[config.mk]
export PLATFORM = sky130hd
export DESIGN_NAME = tc_counter_reg_flat
export DESIGN_NICKNAME = d
export VERILOG_FILES = /design/src/rtl/tc_pkg.sv /design/src/rtl/tc_counter_reg_if.sv /design/src/rtl/tc_addsub.sv /design/src/rtl/tc_counter_reg.sv /design/src/flat_wrapper.sv
export SDC_FILE = /design/constraint.sdc
export NUM_CORES = 1
export LEC_CHECK = 0
export BUFFER_PORTS_ARGS = -buffer_cell sky130_fd_sc_hd__buf_4
export CAP_MARGIN = 30
export CORE_ASPECT_RATIO = 0.8
export CORE_MARGIN = 3
export CORE_UTILIZATION = 46
export CTS_CLUSTER_DIAMETER = 60
export CTS_CLUSTER_SIZE = 40
export DETAILED_ROUTE_END_ITERATION = 7
export PLACE_DENSITY = 0.75
export SLEW_MARGIN = 20
export SYNTH_ARGS = -nofsm -noshare
export SYNTH_HDL_FRONTEND = slang
export SYNTH_HIERARCHICAL = 1
export SYNTH_SLANG_ARGS = --single-unit
[constraint.sdc]
create_clock -name C -period 3.6 [get_ports C]
set_input_delay 1.08 -clock C [delete_from_list [all_inputs] [get_ports C]]
set_output_delay 1.08 -clock C [all_outputs]
set_load 0.005 [all_outputs]
[src/rtl/tc_pkg.sv]
// Shared constants and elaboration helpers for the tc_counter_reg family.
package tc_pkg;

    localparam int MODE_WRAP = 0;
    localparam int MODE_SAT  = 1;

    // Effective modulus: MOD==0 selects the natural 2^W range.
    function automatic longint eff_mod(input int w, input int mod);
        return (mod == 0) ? (longint'(1) << w) : longint'(mod);
    endfunction

    function automatic bit cfg_ok(input int w, input int mod, input int step,
                                  input int sat, input int rst_val);
        longint m;
        if (w < 1 || w > 32) return 1'b0;
        if (mod < 0 || longint'(mod) > (longint'(1) << w)) return 1'b0;
        m = eff_mod(w, mod);
        if (step < 1 || longint'(step) >= m) return 1'b0;
        if (rst_val < 0 || longint'(rst_val) >= m) return 1'b0;
        if (sat != MODE_WRAP && sat != MODE_SAT) return 1'b0;
        return 1'b1;
    endfunction

endpackage

[src/rtl/tc_counter_reg_if.sv]
// Control/data bundle of the counter-register: load/count controls in, count and flags out.
interface tc_counter_reg_if #(
    parameter int W = 8
);
    logic         CLR;
    logic         LD;
    logic         EN;
    logic         UP;
    logic [W-1:0] D;
    logic [W-1:0] Q;
    logic         TC;
    logic         OVF;

    modport master (output CLR, LD, EN, UP, D, input Q, TC, OVF);
    modport slave  (input CLR, LD, EN, UP, D, output Q, TC, OVF);

endinterface

[src/rtl/tc_addsub.sv]
// N-bit ripple adder/subtractor; subtract inverts B and injects a carry-in of 1.
module tc_addsub #(
    parameter int N = 9
) (
    input  logic [N-1:0] a,
    input  logic [N-1:0] b,
    input  logic         sub,
    output logic [N-1:0] s,
    output logic         co
);

    logic c;
    logic bx;

    // co is the carry out; when subtracting it is 1 exactly when a >= b.
    always_comb begin
        s  = '0;
        c  = sub;
        bx = 1'b0;
        for (int i = 0; i < N; i++) begin
            bx   = b[i] ^ sub;
            s[i] = a[i] ^ bx ^ c;
            c    = (a[i] & bx) | (c & (a[i] ^ bx));
        end
        co = c;
    end

endmodule

[src/rtl/tc_counter_reg.sv]
// Loadable up/down modulo counter-register with wrap/saturate modes, terminal count and overflow pulse.
module tc_counter_reg
    import tc_pkg::*;
#(
    parameter int W       = 8,
    parameter int MOD     = 0,
    parameter int STEP    = 1,
    parameter int SAT     = 0,
    parameter int RST_VAL = 0
) (
    input  logic              C,
    input  logic              R,
    tc_counter_reg_if.slave   bus
);

    if (!cfg_ok(W, MOD, STEP, SAT, RST_VAL)) begin : g_cfg_err
        $error("tc_counter_reg: illegal parameter set");
    end

    localparam logic [W:0]   M_V     = (W+1)'(eff_mod(W, MOD));
    localparam logic [W:0]   MAXV_X  = M_V - 1'b1;
    localparam logic [W-1:0] MAXV    = MAXV_X[W-1:0];
    localparam logic [W-1:0] M_LO    = M_V[W-1:0];
    localparam logic [W:0]   STEP_X  = (W+1)'(STEP);
    localparam logic [W-1:0] RST_V   = W'(RST_VAL);
    localparam bit           SAT_ON  = (SAT == MODE_SAT);

    logic [W-1:0] q_q, q_d;
    logic         ovf_q, ovf_d;
    logic [W:0]   res;
    logic         co;

    tc_addsub #(.N(W+1)) u_addsub (
        .a   ({1'b0, q_q}),
        .b   (STEP_X),
        .sub (~bus.UP),
        .s   (res),
        .co  (co)
    );

    // Wrap corrections use W-bit modular arithmetic: the true result is in range,
    // so dropping the top bit of M loses nothing (and covers MOD==0 where M_LO==0).
    always_comb begin
        q_d   = q_q;
        ovf_d = 1'b0;
        if (bus.CLR) begin
            q_d = '0;
        end else if (bus.LD) begin
            q_d = ({1'b0, bus.D} > MAXV_X) ? MAXV : bus.D;
        end else if (bus.EN) begin
            if (bus.UP) begin
                if (res > MAXV_X) begin
                    ovf_d = 1'b1;
                    q_d   = SAT_ON ? MAXV : (res[W-1:0] - M_LO);
                end else begin
                    q_d = res[W-1:0];
                end
            end else begin
                if (!co) begin
                    ovf_d = 1'b1;
                    q_d   = SAT_ON ? '0 : (res[W-1:0] + M_LO);
                end else begin
                    q_d = res[W-1:0];
                end
            end
        end
    end

    always_ff @(posedge C or negedge R) begin
        if (!R) begin
            q_q   <= RST_V;
            ovf_q <= 1'b0;
        end else begin
            q_q   <= q_d;
            ovf_q <= ovf_d;
        end
    end

    assign bus.Q   = q_q;
    assign bus.OVF = ovf_q;
    assign bus.TC  = bus.UP ? (q_q == MAXV) : (q_q == '0);

endmodule

[src/flat_wrapper.sv]
// flat-port wrapper written by rule: the top's interface ports become plain ports
module tc_counter_reg_flat import tc_pkg::*;
#(
    parameter int W       = 8,
    parameter int MOD     = 0,
    parameter int STEP    = 1,
    parameter int SAT     = 0,
    parameter int RST_VAL = 0
)
  (C, R, bus_CLR, bus_LD, bus_EN, bus_UP, bus_D, bus_Q, bus_TC, bus_OVF);
  tc_counter_reg_if #(.W(W)) bus_i ();
  input  logic C;
  input  logic R;
  input wire logic [$bits(bus_i.CLR)-1:0] bus_CLR;
  input wire logic [$bits(bus_i.LD)-1:0] bus_LD;
  input wire logic [$bits(bus_i.EN)-1:0] bus_EN;
  input wire logic [$bits(bus_i.UP)-1:0] bus_UP;
  input wire logic [$bits(bus_i.D)-1:0] bus_D;
  output wire logic [$bits(bus_i.Q)-1:0] bus_Q;
  output wire logic [$bits(bus_i.TC)-1:0] bus_TC;
  output wire logic [$bits(bus_i.OVF)-1:0] bus_OVF;
  assign bus_i.CLR = bus_CLR;
  assign bus_i.LD = bus_LD;
  assign bus_i.EN = bus_EN;
  assign bus_i.UP = bus_UP;
  assign bus_i.D = bus_D;
  assign bus_Q = bus_i.Q;
  assign bus_TC = bus_i.TC;
  assign bus_OVF = bus_i.OVF;
  tc_counter_reg #(.W(W), .MOD(MOD), .STEP(STEP), .SAT(SAT), .RST_VAL(RST_VAL)) u_core (.C(C), .R(R), .bus(bus_i));
endmodule
Word level (Yosys, flattened, before mapping):

Cells that the tools add are included.

* $add $sub $neg: 0
* multiply operators: 0
* div/mod/pow operators: 0
* order comparisons: 1
* eq/ne operators: 1
* shifts and indexed selects: 0
* mux-type cells: 10
* bitwise gates (word level): 43
* reductions and logical operators: 2

Operator list (number)
* two-way mux 8 bit: 3
* AND 1 bit: 17
* bitwise XOR 1 bit: 17
* > comparator 9 x 8 -> 1 bit, second input constant: 1
* == test 8 bit, second input constant: 1
* zero test 8 bit: 1
* OR 1 bit: 8
* two-way mux 1 bit: 7
* nonzero test 3 bit: 1
* inverter 1 bit: 1

* flip-flop bits (word level): 9
* bits in latches: 0
* RAM bits: 0
* bits in read-only memories: 0
* bits of input ports: 14
* logic and storage cells: 59
* memories: 0

Depth between registers and ports, before layout:

* depth after elaboration: 24
* depth in mapped cells: 15
* gate-level depth less buffers: 14

Cells and area by module:

The synthesis kept the hierarchy.

Modules (own cells, without submodules)
* tc_counter_reg: times used 1, cells an instance 50, area each 549.3 um2
* tc_addsub: times used 1, cells an instance 34, area each 324.1 um2

Least setup slack after synthesis:

OpenSTA, ideal clock, no wires.

* path type: input to register
* start: in bus_UP
* end: reg u_core.ovf_q, in the netlist u_core/bus.OVF
* library setup time: 0.135 ns
* arrival: 4.677 ns
* required time: 3.465 ns
* slack: -1.212 ns
* cell stages on the path: 14
* buffers on the path: 1
* path through: inv_1 -> buf_6 -> xnor2_1 -> fa_1 -> fa_1 -> fa_1 -> fa_1 -> fa_1 -> fa_1 -> fa_1 -> inv_1 -> fa_1 -> a21oi_1 -> nor4b_1

* longest elaborated chain between the ends: 24
* elaborated cells on any way between the ends: 50

Ends and longest elaborated chain
* start, declared: line flat_wrapper.sv:17 `input wire logic [$bits(bus_i.UP)-1:0] bus_UP;`
* bitwise XOR 1 bit or inverter 1 bit (tied branches): line tc_addsub.sv:23, tc_counter_reg.sv:36
* AND 1 bit: line tc_addsub.sv:23 `c = (a[i] & bx) | (c & (a[i] ^ bx));`
* OR 1 bit: line tc_addsub.sv:23
* AND 1 bit: line tc_addsub.sv:23
* OR 1 bit: line tc_addsub.sv:23
* AND 1 bit: line tc_addsub.sv:23
* OR 1 bit: line tc_addsub.sv:23
* AND 1 bit: line tc_addsub.sv:23
* [... 10 more ...]
* via u_core.res[8]: line tc_counter_reg.sv:30 `logic [W:0] res;`
* > comparator 9 x 8 -> 1 bit (*): line tc_counter_reg.sv:52 `if (res > MAXV_X) begin`
* two-way mux 1 bit (*): line tc_counter_reg.sv:52
* two-way mux 1 bit (*): line tc_counter_reg.sv:51 `if (bus.UP) begin`
* two-way mux 1 bit (*): line tc_counter_reg.sv:50 `end else if (bus.EN) begin`
* two-way mux 1 bit (*): line tc_counter_reg.sv:48 `end else if (bus.LD) begin`
* two-way mux 1 bit (*): line tc_counter_reg.sv:46 `if (bus.CLR) begin`
* via u_core.ovf_d: line tc_counter_reg.sv:29 `logic ovf_q, ovf_d;`
* end signal, assigned: line tc_counter_reg.sv:75 `ovf_q <= ovf_d;`
* end, declared: line tc_counter_reg.sv:29

Mark *: on every way through the listed nets, which the timed path passes. The rest lies on a longest branch.
A chain may end at the register's enable or synchronous reset.

Final worst setup path:

Ends and elaborated chain as after synthesis.

==> results.toml <==
[status]
outcome = "complete, but fails checks"
violations = "negative setup slack"

[pwr]
power.total_uw = 404.5
p_leak_nw = 0.6111
power_density_nw_per_um2 = 333.2
vdd_drop_max_uv = 187.4

[setup_path]
cp_cell_sequence = "buf_8 > inv_8 > xnor2_4 > fa_2 > fa_2 > fa_2 > fa_2 > fa_2 > fa_2 > fa_2 > inv_2 > fa_1 > a21oi_2 > nor4b_2"
ff2ff_setup_slack_ps = -240
cp_slowest_cell = "fa_1"
path_common_cell = "fa_2"
required_ps = 3730
startpoint = "bus_UP"
worstSetupStartpointType = "primary input"
critical_path_arrival_ps = 4540
max_stage_delay_ps = 430
critPathKind = "in -> reg"
cp_max_fo = 2
reg2reg_depth = 12
reg2reg_to = "u_core/bus.OVF$_DFF_PN0_"
r2r_start = "u_core/bus.Q[0]$_DFFE_PN0P_"
cp-end-kind = "flop"

[detailed_routing]
vias = 677
ant_nets = 0
drc = 0
viasPerCell = 4.734
drtIter0Drc = 20
first_pass_iters = 4
avgRoutedWirePerCell_um = 13.94
wirelength_um = 1993

[timing]
rsz0062_at_grt = "true"
hold_violations = 0
finalClockSkew_ps = 4.524
fin_crit_sh_pct = 122.6
finalWorstSetupSlack_ps = -815.0
finalSetupTns_ps = -1802
holdWs_ps = 638.6
fmax_ghz = 0.2265
min_period_ps = 4415
drv_slew = 0
finalSetupViolCount = 3

[synth]
synth.avg_cell_area_um2 = 10.40
synth_top_family_by_area = "multiplexers"
synthAdderAreaFrac_pct = 18.34
yosys_warnings = 6
syn_inst = 84
yosys.cell_types.count = 21
yosys_register_bits = 9
synth_compound_area_share_pct = 1.433
synth.area.mux_share_pct = 24.07
yosysSeqAreaShare_pct = 25.79
syn_area_um2 = 873.3
synth_xor_area_share_pct = 9.885
synth-simple-area-share_pct = 8.883

[floorplanning]
die_x_um = 54.72
die_h_um = 44.97
die-area_um2 = 2461
io_pins = 24
core_area_um2 = 1708
num_rows = 13
start_util_pct = 51.14

[finish]
drive_gt1_share_pct = 47.11
final_nets = 144
num_antenna_cells = 0
final_util_pct = 71.06
fin_area_um2 = 1214
area_delta_synth_final_pct = 38.97
fin_cells = 143

[global_routing]
grt_pass1_wl_um = 3208
antenna_found_initial = 0
grt_start_max_net_pins = 10
grt_util_all_layers_pct = 18.72
overflow = 0
grt_pass1_vias = 696

[clock_network]
clk_path_buf_depth = 2
holdBufCountCts = 0
cts_sinks = 9
ctsHtreeMaxLevel = 1
cts_buffers = 3
cts_tree = "done"
post_cts_buffers = 0
cts_root_buf = "clkbuf_4"
clk_pin_slew_worst_paths_ps = 60
insertion_delay_ps = 250

[hold_path]
hp-class = "in -> async"

[placement]
gp_congestion = 0.7515
portBuffers = 23
place_inst = 139
pre_cts_slack_ps = -1530
detailed_place_hpwl_um = 1587
dpl_cell_area_um2 = 1162

[flow_run]
maxCapViolCount = 0
==> registers in the layout, summed over array words and instances (netlist names) <==
name / count
u_core/bus.OVF: 1
u_core/bus.Q: 8
==> cell type report <==
class	instances	area (µm²)
Multi-Input combinational cell	64	649.4
Fill cell	149	494.2
Sequential cell	9	225.2
Timing Repair Buffer	28	217.7
Inverter	16	67.56
Tap cell	22	27.53
Clock buffer	4	26.28
==> routing by layer <==
layer / vias to the layer above / track usage (%) / part of all wire, %
met4: 0 / 4.478 / 0.20
met2: 26 / 33.49 / 54
met5: - / 0 / 0
li1: 324 / - / -
met3: 2 / 0.9901 / 5.3
met1: 325 / 24.63 / 41
==> worst max-delay path by stage <==
stage	end	slack (ps)	cells after the start
2_1_floorplan	u_core/bus.Q[7]$_DFFE_PN0P_	-400	12
3_3_place_gp	u_core/bus.OVF$_DFF_PN0_	-1450	14
3_5_place_dp	u_core/bus.OVF$_DFF_PN0_	-1530	14
4_1_cts	u_core/bus.OVF$_DFF_PN0_	-770	14
5_1_grt	u_core/bus.OVF$_DFF_PN0_	-860	14
6_report	u_core/bus.OVF$_DFF_PN0_	-820	14
==> cells in the mapped netlist <==
cell type	n	area share [%]
a21oi_1	1	0.57
buf_4	1	0.86
buf_6	2	2.6
clkbuf_1	1	0.43
conb_1	2	0.86
dfrtp_1	9	26
fa_1	8	18
inv_1	16	6.9
mux2_4	8	14
mux2i_1	9	10
nand2_1	1	0.43
nand3_1	2	1.1
nand4_1	1	0.72
nor2_1	10	4.3
nor3_1	1	0.57
nor4_1	1	0.72
nor4b_1	1	1.0
o31ai_1	1	0.86
xnor2_1	7	7.0
xor2_1	1	1.0
xor2_2	1	1.9
==> power by group <==
part           leakage, nW  switching (mW)  internal [mW]
registers            0.118          0.0125          0.112
clock network       0.0150          0.0325         0.0425
logic                0.478          0.0904          0.115
==> logic make-up after synthesis <==
group,Yosys count
multiplexers,17
AO/OA/AOI/OAI,2
XOR/XNOR,9
adder cells (fa/ha/maj),8
flip-flops,9
AND/OR/NAND/NOR,17
other,2
buffers and inverters,20
==> timing repair <==
action | in CTS | in global routing
resized for setup | 7 | 4
endpoints found under the setup margin | 4 | 4
gates cloned | 0 | 0
pin swaps | 11 | 2
==> worst max-delay path: cells and delay by family <==
family	cells	cell delay (ps)
compound gates	1	210
xor+xnor	1	70
fa+ha+maj	8	2890
buf+inv	3	210
simple gates	1	80
==> placed cells by master (no fill, tap or decap), drive strengths merged <==
master,instances
a21oi,1
buf,28
clkbuf,4
conb,11
dfrtp,9
fa,8
inv,16
mux2,8
mux2i,9
nand2,1
nand3,2
nand4,1
nor2,10
nor3,1
nor4,1
nor4b,1
o31ai,1
xnor2,7
xor2,2
No activity file was read; power rests on OpenSTA's default activity.
